<file path="src/rtl/sram_pkg.sv">
// Shared types and constants for the half-word SRAM data-memory controller.
package sram_pkg;

  localparam int unsigned SRAM_AW       = 18;
  localparam int unsigned SRAM_DW       = 16;
  localparam int unsigned CPU_DW        = 32;
  localparam int unsigned WORD_W        = SRAM_AW - 1;
  localparam int unsigned CNT_W         = 4;
  localparam int unsigned BASE_ADDR_DEF = 1024;

  typedef enum logic [1:0] {
    IDLE = 2'd0,
    LO   = 2'd1,
    HI   = 2'd2,
    DONE = 2'd3
  } state_e;

  // Processor byte address to SRAM word index; wraps silently outside the window.
  function automatic logic [WORD_W-1:0] word_of(input logic [CPU_DW-1:0] addr,
                                                input logic [CPU_DW-1:0] base);
    return WORD_W'((addr - base) >> 2);
  endfunction

endpackage

</file>
<file path="src/rtl/sram_if.sv">
// MEM-stage request/response and external SRAM pins bundled for the controller.
interface sram_if;
  import sram_pkg::*;

  logic              wr_en;
  logic              rd_en;
  logic [CPU_DW-1:0] address;
  logic [CPU_DW-1:0] write_data;
  logic [CPU_DW-1:0] read_data;
  logic              ready;
  logic [SRAM_AW-1:0] sram_addr;
  logic [SRAM_DW-1:0] sram_dq_out;
  logic              sram_dq_oe;
  logic [SRAM_DW-1:0] sram_dq_in;
  logic              sram_we_n;

  modport slave (
    input  wr_en, rd_en, address, write_data, sram_dq_in,
    output read_data, ready, sram_addr, sram_dq_out, sram_dq_oe, sram_we_n
  );

  modport master (
    output wr_en, rd_en, address, write_data, sram_dq_in,
    input  read_data, ready, sram_addr, sram_dq_out, sram_dq_oe, sram_we_n
  );

endinterface

</file>
<file path="src/rtl/sram_wait_counter.sv">
// Clearable up-counter timing each half-word access; flags its final cycle.
module sram_wait_counter
  import sram_pkg::*;
#(
  parameter int unsigned WAIT_CYCLES = 2
) (
  input  logic clk,
  input  logic rst,
  input  logic i_clr,
  input  logic i_en,
  output logic o_last_c
);

  logic [CNT_W-1:0] r_count;

  always_ff @(posedge clk) begin
    if (!rst) begin
      r_count <= '0;
    end else if (i_clr) begin
      r_count <= '0;
    end else if (i_en) begin
      r_count <= r_count + CNT_W'(1);
    end
  end

  assign o_last_c = (r_count == CNT_W'(WAIT_CYCLES - 1));

endmodule

</file>
<file path="src/rtl/sram_ctrl.sv">
// Data-memory controller: splits each 32-bit MEM-stage access into two
// half-word SRAM accesses and holds ready low until the word is complete.
module sram_ctrl
  import sram_pkg::*;
#(
  parameter int unsigned WAIT_CYCLES = 2,
  parameter int unsigned BASE_ADDR   = BASE_ADDR_DEF
) (
  input  logic  clk,
  input  logic  rst,
  sram_if.slave bus
);

  state_e              r_state;
  state_e              w_state_nxt;
  logic                r_is_wr;
  logic                w_is_wr_nxt;
  logic [SRAM_AW-1:0]  r_sram_addr;
  logic [SRAM_AW-1:0]  w_sram_addr_nxt;
  logic [SRAM_DW-1:0]  r_dq_out;
  logic [SRAM_DW-1:0]  w_dq_out_nxt;
  logic                r_dq_oe;
  logic                w_dq_oe_nxt;
  logic                r_we_n;
  logic                w_we_n_nxt;
  logic [CPU_DW-1:0]   r_read_data;
  logic [CPU_DW-1:0]   w_read_data_nxt;
  logic                w_req;
  logic                w_ready_c;
  logic                w_cnt_run;
  logic                w_cnt_clr;
  logic                w_last_c;
  logic [WORD_W-1:0]   w_word;

  assign w_req     = bus.rd_en | bus.wr_en;
  assign w_word    = word_of(bus.address, CPU_DW'(BASE_ADDR));
  // Counter restarts at zero on every half-word boundary.
  assign w_cnt_clr = ~w_cnt_run | w_last_c;

  sram_wait_counter #(
    .WAIT_CYCLES(WAIT_CYCLES)
  ) u_wait (
    .clk      (clk),
    .rst      (rst),
    .i_clr    (w_cnt_clr),
    .i_en     (w_cnt_run),
    .o_last_c (w_last_c)
  );

  always_ff @(posedge clk) begin
    if (!rst) begin
      r_state <= IDLE;
    end else begin
      r_state <= w_state_nxt;
    end
  end

  always_ff @(posedge clk) begin
    if (!rst) begin
      r_is_wr     <= 1'b0;
      r_sram_addr <= '0;
      r_dq_out    <= '0;
      r_dq_oe     <= 1'b0;
      r_we_n      <= 1'b1;
      r_read_data <= '0;
    end else begin
      r_is_wr     <= w_is_wr_nxt;
      r_sram_addr <= w_sram_addr_nxt;
      r_dq_out    <= w_dq_out_nxt;
      r_dq_oe     <= w_dq_oe_nxt;
      r_we_n      <= w_we_n_nxt;
      r_read_data <= w_read_data_nxt;
    end
  end

  // Pin values are computed one edge ahead so every SRAM output is a flop.
  always_comb begin
    w_state_nxt     = r_state;
    w_is_wr_nxt     = r_is_wr;
    w_sram_addr_nxt = r_sram_addr;
    w_dq_out_nxt    = r_dq_out;
    w_dq_oe_nxt     = r_dq_oe;
    w_we_n_nxt      = r_we_n;
    w_read_data_nxt = r_read_data;
    w_ready_c       = 1'b0;
    w_cnt_run       = 1'b0;

    unique case (r_state)
      IDLE: begin
        w_ready_c = ~w_req;
        if (w_req) begin
          w_state_nxt     = LO;
          w_is_wr_nxt     = bus.wr_en;
          w_sram_addr_nxt = {w_word, 1'b0};
          w_dq_oe_nxt     = bus.wr_en;
          w_we_n_nxt      = ~bus.wr_en;
          if (bus.wr_en) begin
            w_dq_out_nxt = bus.write_data[SRAM_DW-1:0];
          end
        end
      end
      LO: begin
        w_cnt_run = 1'b1;
        if (w_last_c) begin
          w_state_nxt     = HI;
          w_sram_addr_nxt = {r_sram_addr[SRAM_AW-1:1], 1'b1};
          if (r_is_wr) begin
            w_dq_out_nxt = bus.write_data[CPU_DW-1:SRAM_DW];
          end else begin
            w_read_data_nxt[SRAM_DW-1:0] = bus.sram_dq_in;
          end
        end
      end
      HI: begin
        w_cnt_run = 1'b1;
        if (w_last_c) begin
          w_state_nxt = DONE;
          w_dq_oe_nxt = 1'b0;
          w_we_n_nxt  = 1'b1;
          if (!r_is_wr) begin
            w_read_data_nxt[CPU_DW-1:SRAM_DW] = bus.sram_dq_in;
          end
        end
      end
      DONE: begin
        w_ready_c   = 1'b1;
        w_state_nxt = IDLE;
      end
    endcase
  end

  assign bus.ready       = w_ready_c;
  assign bus.read_data   = r_read_data;
  assign bus.sram_addr   = r_sram_addr;
  assign bus.sram_dq_out = r_dq_out;
  assign bus.sram_dq_oe  = r_dq_oe;
  assign bus.sram_we_n   = r_we_n;

endmodule

</file>
<file path="src/flat_wrapper.sv">
// flat-port wrapper written by rule: the top's interface ports become plain ports
module sram_ctrl_flat import sram_pkg::*;
#(
  parameter int unsigned WAIT_CYCLES = 2,
  parameter int unsigned BASE_ADDR   = BASE_ADDR_DEF
)
  (clk, rst, bus_wr_en, bus_rd_en, bus_address, bus_write_data, bus_sram_dq_in, bus_read_data, bus_ready, bus_sram_addr, bus_sram_dq_out, bus_sram_dq_oe, bus_sram_we_n);
  sram_if bus_i ();
  input  logic clk;
  input  logic rst;
  input wire logic [$bits(bus_i.wr_en)-1:0] bus_wr_en;
  input wire logic [$bits(bus_i.rd_en)-1:0] bus_rd_en;
  input wire logic [$bits(bus_i.address)-1:0] bus_address;
  input wire logic [$bits(bus_i.write_data)-1:0] bus_write_data;
  input wire logic [$bits(bus_i.sram_dq_in)-1:0] bus_sram_dq_in;
  output wire logic [$bits(bus_i.read_data)-1:0] bus_read_data;
  output wire logic [$bits(bus_i.ready)-1:0] bus_ready;
  output wire logic [$bits(bus_i.sram_addr)-1:0] bus_sram_addr;
  output wire logic [$bits(bus_i.sram_dq_out)-1:0] bus_sram_dq_out;
  output wire logic [$bits(bus_i.sram_dq_oe)-1:0] bus_sram_dq_oe;
  output wire logic [$bits(bus_i.sram_we_n)-1:0] bus_sram_we_n;
  assign bus_i.wr_en = bus_wr_en;
  assign bus_i.rd_en = bus_rd_en;
  assign bus_i.address = bus_address;
  assign bus_i.write_data = bus_write_data;
  assign bus_i.sram_dq_in = bus_sram_dq_in;
  assign bus_read_data = bus_i.read_data;
  assign bus_ready = bus_i.ready;
  assign bus_sram_addr = bus_i.sram_addr;
  assign bus_sram_dq_out = bus_i.sram_dq_out;
  assign bus_sram_dq_oe = bus_i.sram_dq_oe;
  assign bus_sram_we_n = bus_i.sram_we_n;
  sram_ctrl #(.WAIT_CYCLES(WAIT_CYCLES), .BASE_ADDR(BASE_ADDR)) u_core (.clk(clk), .rst(rst), .bus(bus_i));
endmodule
</file>
<file path="config.mk">
export PLATFORM = sky130hd
export DESIGN_NAME = sram_ctrl_flat
export DESIGN_NICKNAME = d
export VERILOG_FILES = /design/src/rtl/sram_pkg.sv /design/src/rtl/sram_if.sv /design/src/rtl/sram_wait_counter.sv /design/src/rtl/sram_ctrl.sv /design/src/flat_wrapper.sv
export SDC_FILE = /design/constraint.sdc
export NUM_CORES = 1
export LEC_CHECK = 0
export CORE_MARGIN = 8
export CORE_UTILIZATION = 32
export DETAILED_ROUTE_END_ITERATION = 12
export GPL_ROUTABILITY_DRIVEN = 0
export PLACE_DENSITY = 0.7
export SETUP_SLACK_MARGIN = 0.15
export SKIP_LAST_GASP = 1
export SLEW_MARGIN = 30
export SYNTH_ARGS = -nofsm -noshare
export SYNTH_HDL_FRONTEND = slang
export SYNTH_HIERARCHICAL = 1
export SYNTH_SLANG_ARGS = --single-unit
</file>
<file path="constraint.sdc">
create_clock -name clk -period 2.2 [get_ports clk]
set_input_delay 0.22 -clock clk [delete_from_list [all_inputs] [get_ports clk]]
set_output_delay 0.22 -clock clk [all_outputs]
set_load 0.005 [all_outputs]
</file>
# Yosys cells after proc, flatten, opt, wreduce, memory -nomap -nowiden
# Cells that the tools add are included.
# totals
ff_bits,75
in_bits,84
out_inout_bits,69
word_cells,62
# op_classes
n_addsub,2
n_eq_ne,9
mux,20
n_bitwise,8
n_reduce_logical,13
# op_table
cell,n
two-way mux 16 bit,4
case mux 18 bit (2 select lines),1
case mux 16 bit (2 select lines),1
"subtractor 19 x 11 -> 19 bit, second input constant",1
two-way mux 18 bit,1
AND reduction 3 bit,6
"!= test 2 x 1 -> 1 bit, second input constant",4
case mux 2 bit (4 select lines),1
two-way mux 1 bit,6
two-way mux 2 bit,3
NOT 1 bit,6
case mux 1 bit (2 select lines),3
AND reduction 5 bit,1
"adder 4 x 1 -> 4 bit, second input constant",1
"equality test 2 bit, second input constant",2
"equality test 4 x 1 -> 1 bit, second input constant",1
nonzero test 2 bit,2
OR reduction 2 bit,2
"equality test 2 x 1 -> 1 bit, second input constant",1
zero test 2 bit,1
"!= test 2 bit, second input constant",1
bitwise OR 1 bit,2
AND reduction 2 bit,1

# Longest topological paths before layout
# depth
word_depth,6
mapped_depth,10
depth_no_buf,6

# Modules after synthesis
# The synthesis kept the hierarchy.
# modules_own_cells
mod,n_inst,cells_each,area_each_um2,seq_area_each_um2
sram_ctrl,1,359,3093.0,1421.4
sram_wait_counter,1,20,201.4,80.1

# Worst setup path before layout
# Ideal clock, no wire load.
# synth_path
path_kind,flip-flop to flip-flop
startpoint,reg u_core.u_wait.r_count[1]
endpoint,reg u_core.r_dq_out[10] (netlist: u_core/bus.sram_dq_out[10])
setup_time_ns,0.086
arrival_time_ns,1.769
required_time_ns,2.114
setup_slack_ns,0.346
path_stages_with_launch,11
path_buffers,4
period_less_slack_ns,1.854
path_cell_list,dfxtp_1 > inv_1 > ha_1 > nor3b_1 > buf_2 > a21bo_2 > clkbuf_1 > and2_1 > buf_2 > buf_6 > a211oi_1
# synth_via
elab_chain_len,3
# synth_lines
element,line,rtl
from (decl),sram_wait_counter.sv:14,logic [CNT_W-1:0] r_count;
from (signal assigned),sram_wait_counter.sv:22,r_count <= r_count + CNT_W'(1);
equality test 4 x 1 -> 1 bit,sram_wait_counter.sv:26,assign o_last_c = (r_count == CNT_W'(WAIT_CYCLES - 1));
named net u_core.w_last_c,sram_ctrl.sv:32,logic w_last_c;
!= test 2 x 1 -> 1 bit (no source line),-,
AND reduction 5 bit (no source line),-,
to (signal assigned),sram_ctrl.sv:69,r_dq_out <= w_dq_out_nxt;
to (decl),sram_ctrl.sv:20,logic [SRAM_DW-1:0] r_dq_out;
# The timed path passes the listed nets, and every way through them passes these cells.
# A chain may end at the register's enable or synchronous reset.

# Worst setup path in the final report
# layout_path
startpoint,reg u_core.u_wait.r_count[0]
endpoint,reg u_core.r_read_data[13] (netlist: u_core/bus.read_data[13])
# layout_via
elab_chain_len,2
# layout_lines
element,line,rtl
equality test 4 x 1 -> 1 bit,sram_wait_counter.sv:26,
named net u_core.w_last_c,sram_ctrl.sv:32,
AND reduction 3 bit (no source line),-,
to (signal assigned),sram_ctrl.sv:72,r_read_data <= w_read_data_nxt;
to (decl),sram_ctrl.sv:26,logic [CPU_DW-1:0] r_read_data;
# The timed path passes the listed nets, and every way through them passes these cells.

==> impl_metrics.json <==
{
  "clock_skew_ns": 0.0132,
  "crit_top_cell": "buf_4",
  "n_antenna_cell": 0,
  "slowest_stage": "dfxtp_1",
  "synthCells": 379,
  "synth_cell_types": 40,
  "cts_root_buffer": "clkbuf_8",
  "num_io_pins": 153,
  "clkLatencyLatePin_ns": 0.35,
  "htreeDepth": 3,
  "synthFlopType": "dfxtp_1",
  "dr_total_vias": 3185,
  "startpoint_type": "flop",
  "critPathRequiredTime_ns": 2.47,
  "synthesis.nets": 471,
  "worst_slew_pin_slew_ns": 0.610,
  "final_util_pct": 49.5,
  "synth_seq_cells": 75,
  "wl_um": 10000,
  "drive_gt1_share_pct": 9.79,
  "dp_hpwl_um": 7450,
  "first_iter_violations": 149,
  "dieHeight_um": 117,
  "maxSlewHeadroom_pct": 59.1,
  "status": "complete, no violations",
  "holdCritPathClass": "primary input to flop",
  "worstSetupPathType": "flop to flop",
  "rsz0062_at_grt": "false",
  "cts-buffers-inserted": 9,
  "cts_tree": "done",
  "num_rows": 37,
  "report.final.slew_viol_count": 0,
  "first_global_vias": 3318,
  "cts.clk_slew.worst_paths_ns": 0.09,
  "leakage_nw": 1.76,
  "max_stage_delay_ns": 0.40,
  "final.setup.tns_ns": 0,
  "p_per_area_nw_per_um2": 1040,
  "initial_core_util_pct": 32.5,
  "ir_drop_mv": 0.496,
  "antenna_found_initial": 0,
  "maxCapViolCount": 0,
  "finalCriticalPeriod_ns": 1.84,
  "core_area_sq_um": 10100,
  "overflow": 0,
  "yosysSeqAreaShare_pct": 45.6,
  "cpLargestDelayFamily": "simple AND/OR/NAND/NOR gates",
  "worstPathMaxFanout": 16,
  "critical_path_buf_inv_count": 2,
  "yosys_warnings": 6,
  "grtUsageTotal_pct": 14.2,
  "final_cells": 657,
  "synth_area_sq_um": 3290,
  "drc_errors": 0,
  "syn-mean-instance-area_sq_um": 8.69,
  "hold_viol_final": 0,
  "cts_sinks": 75,
  "vias_per_cell": 4.85,
  "setup_viol": 0,
  "synth_edf_count": 0,
  "path_cells": "ha_1 > nor3b_1 > buf_4 > and3b_1 > buf_4 > nand2_1 > a21oi_1",
  "syn2layout_area_growth_pct": 52.2,
  "async_flop_share_pct": 0,
  "dp.cells": 640,
  "io_buffer_count": 137,
  "clk_path_buf_depth": 2,
  "wl_per_cell_um": 15.2,
  "dieArea_sq_um": 13800,
  "drtPass1Iterations": 4,
  "grt_max_degree": 44,
  "grt_pass1_wl_um": 16400,
  "timing.fmax_mhz": 543,
  "ant_nets": 0,
  "final_nets": 608,
  "die_x_um": 117,
  "post-route-period-util_pct": 83.7,
  "worstSetupEndpointType": "flop",
  "arrival_ns": 2.11
}
[sequential cells by signal, summed over array words and instances, names as in the netlist]
name / count
u_core/bus.read_data: 32
u_core/bus.sram_addr: 18
u_core/bus.sram_dq_oe: 1
u_core/bus.sram_dq_out: 16
u_core/bus.sram_we_n: 1
u_core/r_is_wr: 1
u_core/r_state: 2
u_core/u_wait/r_count: 4
[metrics by stage]
stage	instance area, sq um	setup slack (ns)	total power, mW	hold WS, ns
2_1_floorplan	3290	0.346	3.24	0.356
3_3_place_gp	4810	0.132	4.17	0.441
3_5_place_dp	4810	0.0800	4.23	0.446
4_1_cts	5010	0.202	5.28	0.429
5_1_grt	5010	0.204	5.58	0.459
6_report	5010	0.360	5.20	0.444
[cells in the mapped netlist (3+ instances only)]
master,instances,area share [%]
clkbuf_1,16,1.8
or3_1,4,0.76
nor3b_1,4,0.91
o21ai_0,6,0.91
xnor2_1,3,0.80
or3b_2,4,1.1
inv_1,5,0.57
buf_2,6,0.91
nand3_1,12,1.8
a21oi_1,65,9.9
nor2_1,6,0.68
nand3b_1,13,3.0
nand2_1,79,9.0
dfxtp_1,75,46
o2111ai_1,3,0.80
or4_1,4,0.91
a211oi_1,17,3.9
clkbuf_8,4,1.7
ha_1,8,3.0
mux2i_1,17,5.2
[worst register-to-register path: stages, from the launching register on]
cell and delay, ns:
dfxtp_1 0.40, ha_1 0.16, nor3b_1 0.38, buf_4 0.24, and3b_1 0.17, buf_4 0.21
nand2_1 0.08, a21oi_1 0.13
[layout make-up]
cell class	instances	area (sq um)
Fill cell	970	5120
Multi-Input combinational cell	270	1620
Timing Repair Buffer	154	1510
Sequential cell	75	1500
Tap cell	136	170
Clock buffer	9	124
Clock inverter	7	61.3
Inverter	6	22.5
[layer usage]
layer  vias up  track usage (%)  part of all wire [%]
met1      1471             16.2                    44
met4         0             5.76                  0.97
met3         7             4.27                   6.9
li1       1599                -                     -
met2       108             24.3                    48
met5         -                0                     0
[cell usage in the layout (no fill, tap or decap), types with 3 or more instances in the layout]
master           instances
a211oi_1                17
a21oi_1                 65
buf_4                   16
clkbuf_8                 9
clkdlybuf4s50_1        136
dfxtp_1                 75
ha_1                     6
inv_1                    4
mux2i_1                 17
nand2_1                 79
nand3_1                 12
nand3b_1                13
nor2_1                   6
nor3b_1                  3
o2111ai_1                3
o21ai_0                  5
or3_1                    4
or3b_2                   4
or4_1                    4
xnor2_1                  3
[what timing repair did]
item,in CTS,in global routing
setup buffers,1,0
resized for setup,5,1
hold buffers,0,0
setup endpoints to repair,1,16
[path summary, 6_finish.rpt]
kind | start | to | slack (ns) | cells past startpoint
worst min register to register | u_core/bus.sram_addr[1] | u_core/bus.sram_addr[1] | 0.46 | 2
worst max register to register | u_core/u_wait/r_count[0] | u_core/bus.read_data[13] | 0.36 | 7
worst max-delay path | u_core/u_wait/r_count[0] | u_core/bus.read_data[13] | 0.36 | 7
worst min-delay path | bus_sram_dq_in[8] | u_core/bus.read_data[8] | 0.44 | 3
[where the power goes]
part	switching, mW	total, mW	internal (mW)
logic	1.12	2.37	1.24
registers	0.176	1.84	1.66
clock network	0.570	0.999	0.429
[cell families after synthesis]
| group | after synthesis | share of synthesized area, % |
|---|---|---|
| buffers and inverters | 34 | 5.66 |
| and+or+nand+nor | 140 | 21.2 |
| AOI/OAI and AO/OA | 100 | 17.9 |
| xor gates and xnor gates | 3 | 0.798 |
| muxes | 19 | 5.85 |
| DFF | 75 | 45.6 |
| adders and majority gates | 8 | 3.04 |
Power figures use the tool's default switching activity.
